==> src/rtl/nanorv32_muldiv_seq_pkg.sv <==
// nanorv32_muldiv_seq_pkg
// Shared definitions for the iterative RV32M multiply/divide unit:
//   - default data width
//   - RV32M funct3 op encodings
//   - control FSM state encoding
//   - request decode helper (signedness / class of an op)
package nanorv32_muldiv_seq_pkg;

    localparam int NANORV32_DATA_W = 32;

    // RV32M funct3 encodings
    localparam logic [2:0] NANORV32_MULDIV_OP_MUL    = 3'd0;
    localparam logic [2:0] NANORV32_MULDIV_OP_MULH   = 3'd1;
    localparam logic [2:0] NANORV32_MULDIV_OP_MULHSU = 3'd2;
    localparam logic [2:0] NANORV32_MULDIV_OP_MULHU  = 3'd3;
    localparam logic [2:0] NANORV32_MULDIV_OP_DIV    = 3'd4;
    localparam logic [2:0] NANORV32_MULDIV_OP_DIVU   = 3'd5;
    localparam logic [2:0] NANORV32_MULDIV_OP_REM    = 3'd6;
    localparam logic [2:0] NANORV32_MULDIV_OP_REMU   = 3'd7;

    typedef enum logic [1:0] {
        NANORV32_MULDIV_ST_IDLE = 2'd0,
        NANORV32_MULDIV_ST_CALC = 2'd1,
        NANORV32_MULDIV_ST_FIX  = 2'd2,
        NANORV32_MULDIV_ST_DONE = 2'd3
    } muldiv_state_t;

    typedef struct packed {
        logic is_mul;    // multiply class (funct3[2] == 0)
        logic is_rem;    // REM / REMU
        logic a_signed;  // rs1 treated as signed
        logic b_signed;  // rs2 treated as signed
    } muldiv_dec_t;

    function automatic muldiv_dec_t muldiv_decode(input logic [2:0] op);
        muldiv_dec_t d;
        d.is_mul   = ~op[2];
        d.is_rem   = op[2] & op[1];
        d.a_signed = (op == NANORV32_MULDIV_OP_MULH)   ||
                     (op == NANORV32_MULDIV_OP_MULHSU) ||
                     (op == NANORV32_MULDIV_OP_DIV)    ||
                     (op == NANORV32_MULDIV_OP_REM);
        d.b_signed = (op == NANORV32_MULDIV_OP_MULH)   ||
                     (op == NANORV32_MULDIV_OP_DIV)    ||
                     (op == NANORV32_MULDIV_OP_REM);
        return d;
    endfunction

endpackage

==> src/rtl/nanorv32_muldiv_absneg.sv <==
// nanorv32_muldiv_absneg
// Conditional two's-complement negate of a WIDTH-bit word. Used to take
// operand magnitudes at accept and to restore the result sign in FIX.
// Ports:
//   in   [WIDTH-1:0]  value
//   neg               1: output -in, 0: output in
//   out  [WIDTH-1:0]  result
module nanorv32_muldiv_absneg #(
    parameter int WIDTH = 32
) (
    input  logic [WIDTH-1:0] in,
    input  logic             neg,
    output logic [WIDTH-1:0] out
);

    assign out = neg ? (~in + 1'b1) : in;

endmodule

==> src/rtl/nanorv32_muldiv_seq.sv <==
// nanorv32_muldiv_seq
// Iterative RV32M multiply/divide unit. One shared accumulator serves a
// MUL_UNROLL-bits-per-cycle shift-add multiplier and a one-bit-per-cycle
// restoring divider; a single 2*DATA_W negate stage restores the sign.
// Ports:
//   clk, rst                  clock, synchronous active-high reset
//   flush                     abort the operation in flight, no response
//   req_valid/req_ready       request handshake (ready only in IDLE)
//   req_op[2:0]               RV32M funct3
//   req_a, req_b [DATA_W]     rs1 / rs2, captured at accept
//   resp_valid/resp_ready     response handshake
//   resp_result [DATA_W]      registered result, stable while resp_valid
//   busy                      state != IDLE
module nanorv32_muldiv_seq
    import nanorv32_muldiv_seq_pkg::*;
#(
    parameter int DATA_W     = NANORV32_DATA_W,
    parameter int MUL_UNROLL = 1
) (
    input  logic              clk,
    input  logic              rst,
    input  logic              flush,
    input  logic              req_valid,
    output logic              req_ready,
    input  logic [2:0]        req_op,
    input  logic [DATA_W-1:0] req_a,
    input  logic [DATA_W-1:0] req_b,
    output logic              resp_valid,
    input  logic              resp_ready,
    output logic [DATA_W-1:0] resp_result,
    output logic              busy
);

    localparam int MUL_N = DATA_W / MUL_UNROLL;
    localparam int CNT_W = $clog2(DATA_W);
    // acc = {hi[DATA_W:0], lo[DATA_W-1:0]}
    //   multiply: hi = running partial sum (+carry), lo = unconsumed multiplier
    //   divide:   hi = partial remainder (DATA_W+1 bits), lo = dividend/quotient
    localparam int ACC_W = 2 * DATA_W + 1;

    muldiv_state_t     state, state_nxt;
    logic [2:0]        op;
    logic              neg;
    logic [DATA_W-1:0] b_mag;
    logic [ACC_W-1:0]  acc;
    logic [CNT_W-1:0]  cnt;
    logic [DATA_W-1:0] result;

    // ------------------------------------------------------------------
    // Request decode and operand magnitudes
    // ------------------------------------------------------------------
    muldiv_dec_t       req_dec;
    logic              sign_a, sign_b, req_neg;
    logic [DATA_W-1:0] a_mag_in, b_mag_in;
    logic              accept, div_zero, div_ovf, special;
    logic [DATA_W-1:0] special_result;

    assign req_dec = muldiv_decode(req_op);
    assign sign_a  = req_dec.a_signed & req_a[DATA_W-1];
    assign sign_b  = req_dec.b_signed & req_b[DATA_W-1];
    // Remainder takes the dividend's sign; everything else the product sign
    assign req_neg = req_dec.is_rem ? sign_a : (sign_a ^ sign_b);

    nanorv32_muldiv_absneg #(.WIDTH(DATA_W)) u_abs_a (
        .in  (req_a),
        .neg (sign_a),
        .out (a_mag_in)
    );

    nanorv32_muldiv_absneg #(.WIDTH(DATA_W)) u_abs_b (
        .in  (req_b),
        .neg (sign_b),
        .out (b_mag_in)
    );

    assign accept   = req_valid & (state == NANORV32_MULDIV_ST_IDLE) & ~flush;
    assign div_zero = (req_b == '0);
    // Signed divide of the most negative value by -1 overflows
    assign div_ovf  = req_dec.a_signed & ~req_dec.is_mul &
                      (req_a == {1'b1, {(DATA_W-1){1'b0}}}) & (req_b == '1);
    assign special  = ~req_dec.is_mul & (div_zero | div_ovf);

    always_comb begin
        special_result = '0;
        if (div_zero)
            special_result = req_dec.is_rem ? req_a : '1;
        else
            special_result = req_dec.is_rem ? '0 : req_a;
    end

    // ------------------------------------------------------------------
    // Multiplier step: MUL_UNROLL add-and-shift stages chained per cycle
    // ------------------------------------------------------------------
    logic [MUL_UNROLL:0][ACC_W-1:0] mul_chain;

    assign mul_chain[0] = acc;

    for (genvar k = 0; k < MUL_UNROLL; k++) begin : g_mul_step
        logic [DATA_W:0] sum;
        // hi carries a zero top bit between steps, so the sum fits DATA_W+1
        assign sum = mul_chain[k][ACC_W-1:DATA_W] +
                     {1'b0, b_mag & {DATA_W{mul_chain[k][0]}}};
        assign mul_chain[k+1] = {1'b0, sum, mul_chain[k][DATA_W-1:1]};
    end

    // ------------------------------------------------------------------
    // Divider step: restoring, one quotient bit per cycle
    // ------------------------------------------------------------------
    logic [DATA_W:0]  rem_shift, rem_diff;
    logic             div_ge;
    logic [ACC_W-1:0] div_next;

    assign rem_shift = {acc[2*DATA_W-1:DATA_W], acc[DATA_W-1]};
    assign div_ge    = rem_shift >= {1'b0, b_mag};
    assign rem_diff  = rem_shift - {1'b0, b_mag};
    assign div_next  = {(div_ge ? rem_diff : rem_shift), acc[DATA_W-2:0], div_ge};

    // ------------------------------------------------------------------
    // Sign fixup and result select
    // ------------------------------------------------------------------
    logic                op_is_mul, op_is_rem;
    logic [2*DATA_W-1:0] fix_in, fix_out;
    logic [DATA_W-1:0]   fix_word;

    assign op_is_mul = ~op[2];
    assign op_is_rem = op[2] & op[1];

    // Divide results are zero-extended so the one wide negator serves both;
    // the low word of the negated value is the negated quotient/remainder.
    assign fix_in = op_is_mul ? acc[2*DATA_W-1:0]
                              : {{DATA_W{1'b0}},
                                 (op_is_rem ? acc[2*DATA_W-1:DATA_W] : acc[DATA_W-1:0])};

    nanorv32_muldiv_absneg #(.WIDTH(2*DATA_W)) u_fix (
        .in  (fix_in),
        .neg (neg),
        .out (fix_out)
    );

    assign fix_word = (op_is_mul && (op != NANORV32_MULDIV_OP_MUL))
                    ? fix_out[2*DATA_W-1:DATA_W]
                    : fix_out[DATA_W-1:0];

    // ------------------------------------------------------------------
    // Control FSM
    // ------------------------------------------------------------------
    always_ff @(posedge clk) begin
        if (rst) state <= NANORV32_MULDIV_ST_IDLE;
        else     state <= state_nxt;
    end

    always_comb begin
        state_nxt = state;
        case (state)
            NANORV32_MULDIV_ST_IDLE:
                if (accept)
                    state_nxt = special ? NANORV32_MULDIV_ST_DONE : NANORV32_MULDIV_ST_CALC;
            NANORV32_MULDIV_ST_CALC:
                if (cnt == '0) state_nxt = NANORV32_MULDIV_ST_FIX;
            NANORV32_MULDIV_ST_FIX:
                state_nxt = NANORV32_MULDIV_ST_DONE;
            NANORV32_MULDIV_ST_DONE:
                if (resp_ready) state_nxt = NANORV32_MULDIV_ST_IDLE;
            default:
                state_nxt = NANORV32_MULDIV_ST_IDLE;
        endcase
        if (flush) state_nxt = NANORV32_MULDIV_ST_IDLE;
    end

    always_comb begin
        req_ready  = 1'b0;
        resp_valid = 1'b0;
        busy       = 1'b1;
        case (state)
            NANORV32_MULDIV_ST_IDLE: begin
                req_ready = 1'b1;
                busy      = 1'b0;
            end
            NANORV32_MULDIV_ST_DONE: resp_valid = 1'b1;
            default: ;
        endcase
    end

    // ------------------------------------------------------------------
    // Datapath registers
    // ------------------------------------------------------------------
    always_ff @(posedge clk) begin
        if (rst) begin
            op     <= '0;
            neg    <= 1'b0;
            b_mag  <= '0;
            acc    <= '0;
            cnt    <= '0;
            result <= '0;
        end else if (accept) begin
            op    <= req_op;
            neg   <= req_neg;
            b_mag <= b_mag_in;
            // Both engines start with |a| in the low half and a clear upper half
            acc   <= {{(DATA_W+1){1'b0}}, a_mag_in};
            cnt   <= req_dec.is_mul ? CNT_W'(MUL_N - 1) : CNT_W'(DATA_W - 1);
            if (special) result <= special_result;
        end else if (!flush) begin
            if (state == NANORV32_MULDIV_ST_CALC) begin
                acc <= op_is_mul ? mul_chain[MUL_UNROLL] : div_next;
                cnt <= cnt - 1'b1;
            end else if (state == NANORV32_MULDIV_ST_FIX) begin
                result <= fix_word;
            end
        end
    end

    assign resp_result = result;

endmodule
==> config.mk <==
export PLATFORM = sky130hd
export DESIGN_NAME = nanorv32_muldiv_seq
export DESIGN_NICKNAME = d
export VERILOG_FILES = /design/src/rtl/nanorv32_muldiv_seq_pkg.sv /design/src/rtl/nanorv32_muldiv_absneg.sv /design/src/rtl/nanorv32_muldiv_seq.sv
export SDC_FILE = /design/constraint.sdc
export NUM_CORES = 1
export LEC_CHECK = 0
export ABC_AREA = 1
export CORE_ASPECT_RATIO = 1.5
export CORE_UTILIZATION = 49
export DETAILED_ROUTE_END_ITERATION = 16
export GPL_TIMING_DRIVEN = 0
export HOLD_SLACK_MARGIN = 0.1
export PLACE_DENSITY = 0.68
export REMOVE_ABC_BUFFERS = 1
export SYNTH_ARGS = -nofsm -noshare
export SYNTH_HDL_FRONTEND = slang
export SYNTH_HIERARCHICAL = 1
export SYNTH_SLANG_ARGS = --single-unit
==> constraint.sdc <==
create_clock -name clk -period 4.2 [get_ports clk]
set_input_delay 0.63 -clock clk [delete_from_list [all_inputs] [get_ports clk]]
set_output_delay 0.63 -clock clk [all_outputs]
set_load 0.01 [all_outputs]
==> results of run 1 <==
[layer usage]
metal  GRT usage, %  vias to the layer above  share of wire (%)
li1               -                    10698                  -
met1           38.6                     9839                 33
met2           73.8                      951                 49
met3           7.27                      358                6.1
met4           43.3                        4                 12
met5              0                        -              0.029
[cells in the mapped netlist, types with 2 or more instances]
library cell / n
clkinv_1: 2
mux2i_1: 30
nand2_2: 19
o21ai_4: 6
nand2_1: 1016
nand3_4: 3
o21ai_0: 211
nor3b_1: 2
dfxtp_1: 140
buf_6: 3
nand2_4: 6
o221ai_1: 2
inv_6: 2
o21bai_1: 10
a31oi_1: 7
or2_2: 6
fa_1: 2
buf_2: 22
nand3_2: 4
nor3_1: 11
o21ai_1: 11
nor2_1: 391
o21ai_2: 5
o21a_1: 2
xor2_1: 43
o211ai_1: 32
clkbuf_1: 66
xnor2_1: 30
a21oi_1: 274
nand4_1: 68
and2_1: 5
nor2_8: 5
nand3_1: 245
inv_2: 14
nor4_1: 3
buf_1: 18
nand3b_1: 14
nor2_2: 25
a21o_1: 2
nor2_4: 23
buf_4: 10
a221oi_1: 2
inv_1: 473
ha_1: 73
[worst max-delay path, delay by kind of cell, from the launching register on]
family	cells	cell delay, ps
flops	1	350
compound gates	1	220
simple gates	3	1080
fa+ha+maj	1	330
buf+inv	5	1890
[cells by family (layout without fill, tap and decap cells)]
| family | count (synthesis) | in the layout |
|---|---|---|
| simple gates | 1847 | 1847 |
| fa+ha+maj | 75 | 75 |
| compound gates | 565 | 565 |
| flops | 140 | 140 |
| xor+xnor | 74 | 74 |
| mux | 30 | 30 |
| buf+inv | 610 | 642 |
[power breakdown]
group / total (mW) / leakage, nW / internal [mW] / switching, mW
registers: 1.51 / 1.14 / 1.42 / 0.0937
logic: 2.47 / 8.72 / 0.791 / 1.68
clock network: 1.64 / 0.295 / 0.903 / 0.737
total: 5.62 / 10.2 / 3.11 / 2.51
[layout make-up]
cell class / count / area [sq um] / share of cell area (%)
Timing Repair Buffer: 119 / 1320 / 6.51
Inverter: 491 / 1860 / 9.20
Tap cell: 484 / 606 / 3.00
Clock inverter: 11 / 105 / 0.520
Clock buffer: 21 / 492 / 2.43
Multi-Input combinational cell: 2591 / 13000 / 64.5
Sequential cell: 140 / 2810 / 13.9
[layout by cell type, fill, tap and decap left out, types with 18 or more instances in the layout]
cell type,instances
a21oi_1,274
clkbuf_16,18
clkdlybuf4s50_1,106
dfxtp_1,137
ha_1,73
inv_1,472
mux2i_1,30
nand2_1,1012
nand2_2,23
nand3_1,245
nand4_1,68
nor2_1,387
nor2_2,27
nor2_4,25
o211ai_1,32
o21ai_0,208
xnor2_1,30
xor2_1,43
[final timing paths]
kind              cells past startpoint                    startpoint                      endpoint  slack, ps
setup / recovery                     10         state[0]$_SDFFE_PP0P_          acc[27]$_SDFFE_PP0P_        130
hold / removal                        2  resp_result[12]$_SDFFE_PP0P_  resp_result[12]$_SDFFE_PP0P_        480
setup reg to reg                     10         state[0]$_SDFFE_PP0P_          acc[27]$_SDFFE_PP0P_        130
hold reg to reg                       2  resp_result[12]$_SDFFE_PP0P_  resp_result[12]$_SDFFE_PP0P_        480
[registers in the layout, summed over array words and instances, names as in the netlist]
| name | count |
|---|---|
| acc | 65 |
| b_mag | 32 |
| cnt | 5 |
| neg | 1 |
| op | 3 |
| resp_result | 32 |
| state | 2 |
[what timing repair did]
action | in CTS | in global routing
resized for setup | 3 | 8
setup buffers | 0 | 3
endpoints found under the setup margin | 40 | 32
endpoints found under the hold margin | 0 | 0
pin swaps | 0 | 1
==> results list, run 1 <==
* Run status: complete, no violations
- Bufs on Longest Clock Path: 2
- Total Die Area: 37900 sq um
* DIE WIDTH: 159 um
* Final worst-path cycle share: 97.0%
- Overall power consumption: 5.62 mW
- Clock latency on the worst-skew pair, taken at its later pin, is ~480 ps.
- Ant diodes: 0
* Root Buffer Master: clkbuf_16
- Number of CTS-inserted buffers: 17
- The total count of max-transition violations in the final report is 0.
- For this run, design rule violations remaining after detail routing come to 0.
* DRC marker count from the first detailed-route iteration: 1764
* Worst slew pin tran: between 1000 and 1500 ps
* Post-layout instance area: 20200 sq um
- Number of distinct library cell variants in the gate-level netlist after synthesis: 47
- Cell Area, Synth: between 15000 and 20000 sq um
- The floorplan has 86 rows.
- Final Net Count: about 3500
- Across the run, the number of max-cap violations was 0.
* Required arrival time at the worst endpoint: around 4600 ps
* Compound-cell area share of the yosys netlist: 16.8%
- Total global routing track utilization: between 40% and 50%
- Input/output buffers: between 100 and 150
- In the routed layout, each cell is associated on average with a via count of 5.67.
* Effective utilization at floorplan: 49.7%
- Data arrival time at the worst-slack endpoint: 4440 ps
- After Yosys synthesis, full adders, half adders and majority gates account for 5.25% of the synthesized area.
- Via count of the routed design: approximately 22000
- Global-route wire length before repair: about 120 mm
- Hold bufs inserted after CTS: 0
* Hold slack final: 480 ps
* Power Density: 278 nW/um^2
* Final count of hold timing violations: 0
* Xor and xnor area share after synthesis: between 3 and 4%
* Synth Area per Inst: 5.44 sq um
- The path class of the tightest hold or removal check is flip-flop to flip-flop.
- Once layout is complete, the cells apart from fillers number around 3900.
- Setup Total Neg Slack: 0 ps
- IR analysis of the VDD net gives a maximum drop of 226 uV.
- Worst slew margin relative to its limit: 18.5%
* DRT Wirelength: 78.8 mm
* Delay of the slowest cell on the worst path: 720 ps
- Core occupancy in the finished layout: 55.3%
* Primary FF master, synth: dfxtp_1
- Post-place instance area: 19600 sq um
- Counting flops with an async set or reset pin after synthesis yields a share of 0%.
- Summing the sequential cell areas from Yosys gives ~15% of the chip area.
- The congestion estimate from routability-driven global placement came to about 1.0.
* Number of iterations in the first detailed-routing pass: 6
- Number of antenna violations at the first check in global routing: 4
- The clock net in this run drives a total of 140 sinks.
- Final Worst Setup Slack: 127 ps
- The count of nets left with antenna violations once routing finished came out at 0.
* Vias in the first global route: between 20000 and 25000
* Detailed-route wire length per cell: 20.4 um
- Leak pwr: 10.2 nW
* RSZ-0062 raised after global routing: no
- The H-tree generated during clock tree synthesis spans 4 levels.
- Yosys top cell by area: nand2_1
- After clock tree synthesis, the clock-pin slew on the worst setup and hold paths is around 80 ps.
- Relative to the synthesized area, the layout overhead comes to 11.3%.
- TritonCTS built the clock tree.
* Fraction of synthesized area in multiplexers: roughly 1.7%
- Startpoint class of the critical path: flip-flop
- After legalization and detailed placement, the total HPWL measured 62.6 mm.
* EDFF count, synth: 0
- Die H: about 240 um
* Area of the core: between 30000 and 40000 sq um
* Fraction of final layout cells with drive strength greater than 1: 5.40%
- Filler cell count in the final layout: just under 4000
- During I/O placement, the number of pins put on the boundary was approximately 110.
* Largest fanout on the critical path: 68
* Slowest stage cell, crit path: inv_2
- Cell total after placement: 3821
- Top cells by area, synth: nand2_1 21%, dfxtp_1 15%, inv_1 9.8%
- Maximum frequency from static timing analysis: 246 MHz
- By startpoint and endpoint, the worst setup path is classified as flip-flop to flip-flop.
* Register bit total from synthesis: 140
- Entering global routing, the biggest net connects 70 pins.
- Worst setup EP type: flip-flop
- Setup-violating endpoint count in the final report: 0
- Clock tree skew after final layout: 13.9 ps
* Share of synthesized cell area in and, or, nand and nor gates: 44.1%
- After global routing the overflow that remains totals 0.
* Yosys warning total: 6
* Area share of the largest cell type after synthesis: 21.0%
* Count of mapped cells out of synthesis: 3341
* Critical Path, Cell by Cell: inv_1 -> ha_1 -> nand3_4 -> buf_16 -> inv_2 -> nor2_1 -> inv_2 -> o211ai_1 -> nand2_1 -> inv_1
- Dominant combinational cell family by area after synthesis: simple AND/OR/NAND/NOR gates
- Counting I/O delays and the setup requirement, the final critical path takes 4070 ps.
- Setup WS pre-CTS: -1030 ps
No activity file was read; power rests on OpenSTA's default activity.
==> run 2: changes to the inputs <==
Settings changed: CAP_MARGIN from default to 15.
==> run 2 against run 1 <==
Global-route usage grew 0.064 points. Clock power rose by 6%. Design area increased by 0.61%. Sequential share of layout area fell by 0.090 points. Combinational power about the same. Critical path type is now primary input to flip-flop. Critical endpoint is now acc[31]$_SDFFE_PP0P_. Largest cell class unchanged. Largest power group unchanged.
==> results list, run 2 (same netlist as run 1, synthesis figures left out) <==
* Number of CTS-inserted buffers: 17
- Row generation in the floorplan step produced 86 rows.
* Data arrival time at the worst-slack endpoint: approximately 4400 ps
- Dividing total power by cell area gives a power density of 282 nW/um^2.
* Internal Dissipation: 3.25 mW
* Number of flip-flops in the largest register: 65
- Most common library cell in the layout ignoring fill and taps: nand2_1
* Power spent charging and discharging nets: 2.48 mW
- The library cells used most frequently in the layout, excluding fill and tap cells, are 1013 x nand2_1, 472 x inv_1, 387 x nor2_1.
* Final Net Count: ~3500
- STA classifies the critical path endpoint as a flip-flop.
* Setup WS pre-CTS: -1020 ps
- Overall power consumption: 5.74 mW
- Buffers inserted to repair hold after CTS numbered 0.
* Detailed-route wire length per cell: 20.4 um
* Bufs on Longest Clock Path: 2
- The routed design could run at a clock period as short as 4010 ps.
- Clock tree skew after final layout: 12.1 ps
- TritonCTS clock tree: built
- Of the total power, registers draw 26.3%.
- Class of the tightest hold or removal check: flip-flop to flip-flop
- In this run switching power makes up 43.3% of total power.
- The flow ran to the end, and the final reports show no timing, DRC or antenna violations.
- In this run the tightest slew margin relative to its limit is 12.8%.
- Worst vdd ir: 231 uV
- After detailed routing, the number of vias per cell comes to 5.68.
- In the final layout, the share of cells above drive strength 1 is around 5.3%.
- The worst setup path is launched from a primary input.
* Count of boundary I/O pins: 107
- Required arrival time at the worst endpoint: 4570 ps
* Clock power frac: 30.4%
- Combinational cells account for 43.4% of the total power.
- Measured along the x axis, the die boundary spans 159 um.
- Setup repair after global routing left no endpoint under its margin.
- Max Cap Viol: 0
- Number of standard cells in the final layout excluding fillers: 3861
- Cell count of the worst hold path: 2
- Vias in the first global route: 21169
- Via count of the routed design: 21935
- The number of failing hold endpoints at the final stage was 0.
- Setup violations remaining at the end of the flow were counted as 0.
- Critical path type: primary input to flip-flop
* DRC marker count from the first detailed-route iteration: between 2000 and 2500
* Pin count of the biggest net entering global routing: 70
- Effective utilization at floorplan: 49.7%
- Slowest stage cell, crit path: inv_2
- Cell total after placement: 3825
- The total count of max-transition violations in the final report was 0.
- Global-route wire length before repair: around 120 mm
* Largest Register: acc
* Root Buffer Master: clkbuf_16
* Critical Path, Cell by Cell: clkdlybuf4s50_1 -> inv_1 -> nand3_4 -> buf_16 -> inv_2 -> nor2_1 -> inv_2 -> o221ai_1 -> nand2_1 -> inv_1
* Core occupancy in the finished layout: 55.6%
* Depth of the most critical reg-to-reg path: 10
- After filler insertion, the fill cell instance count of the layout stands at 3944.
- DRT Wirelength: 78.7 mm
- Max H-tree Level: 4
- At the pin with the least slew margin, the transition time is 1290 ps.
- The core region is about 37000 sq um.
- Delay of the slowest cell on the worst path: 720 ps
* Maximum frequency from static timing analysis: 249 MHz
* Number of antenna violations at the first check in global routing: 6
- Global routing finished with a remaining overflow of 0.
- Total global routing track utilization: 41.3%
- Weighted congestion reported at the end of routability-driven placement: 1.05
- The area growth from synthesis to layout is 11.9%.
- Count of unresolved DRC violations after routing: 0
- Die H: 238 um
* Num Clock Sinks: 140
- Clock-pin slew was measured on the worst setup and hold paths at 60 ps.
- Largest fanout on the critical path: 68
* Final Worst Setup Slack: about 190 ps
- In this run the remaining antenna-violating nets after routing total 0.
- Leak pwr: slightly above 10 nW
- The HPWL after detailed placement is about 63 mm.
- Final worst-path cycle share: 95.5%
- Before antenna repair, the detailed router went through 7 iterations.
- Hold slack final: 479 ps
- Clock latency on the worst-skew pair, taken at its later pin, is 470 ps.
- The die covers about 38000 sq um.
- Input/output buffers: 106
[run 2: cell count changes in the layout (fill, tap and decap cells not counted), moves of 2 or more]
cell	before	now
bufinv_16	1	3
clkbuf_1	0	3
clkbuf_16	18	20
clkinv_2	4	1
inv_6	5	3
[run 2: layout make-up]
type	instances	area, sq um	area share, %
clock inverter	7	125	0.615
inverter	491	1860	9.14
tap	484	606	2.98
antenna	1	2.50	0.0123
multi-input combinational	2591	13000	64.0
sequential	140	2810	13.8
clock buffer	25	517	2.54
timing repair buffer	122	1400	6.87
[run 2: layer usage]
layer | up-vias | GRT usage [%] | wire [um]
met1 | 9937 | 38.8 | 26100
met5 | - | 0 | 30
met2 | 925 | 72.5 | 38300
li1 | 10704 | - | -
met3 | 363 | 6.57 | 4320
met4 | 6 | 47.0 | 9930
[run 2: metrics by stage]
stage | cell area (sq um) | setup TNS [ps]
3_3_place_gp | 19300 | -366500
3_5_place_dp | 19600 | -38430
4_1_cts | 20300 | 0
6_report | 20300 | 0
5_1_grt | 20300 | 0
2_1_floorplan | 17600 | -60320
[run 2: power groups by stage]
stage	logic [mW]	clock network [mW]	registers [mW]
final	2.49	1.74	1.51
after global routing	2.72	1.79	1.52
after CTS	2.41	1.74	1.51
after detailed placement	2.40	0	1.54
after global placement	2.33	0	1.56
after floorplan	1.57	0	1.54
[run 2: final timing paths]
check / start / end / slack (ps)
max: flush / acc[31]$_SDFFE_PP0P_ / 190
min: resp_result[12]$_SDFFE_PP0P_ / resp_result[12]$_SDFFE_PP0P_ / 480
max reg2reg: state[0]$_SDFFE_PP0P_ / acc[31]$_SDFFE_PP0P_ / 200
min reg2reg: resp_result[12]$_SDFFE_PP0P_ / resp_result[12]$_SDFFE_PP0P_ / 480
[run 2: repair_timing]
item,4_1_cts,5_1_grt
pin swaps,0,1
gates resized for setup,2,7
endpoints found under the setup margin,26,32
buffers inserted,0,2
endpoints found under the hold margin,0,0
cloned,0,1
[run 2: worst max-delay path, delay by kind of cell]
| kind | cells | cell delay (ps) |
|---|---|---|
| simple gates | 3 | 1000 |
| buf+inv | 6 | 2390 |
| compound gates | 1 | 220 |
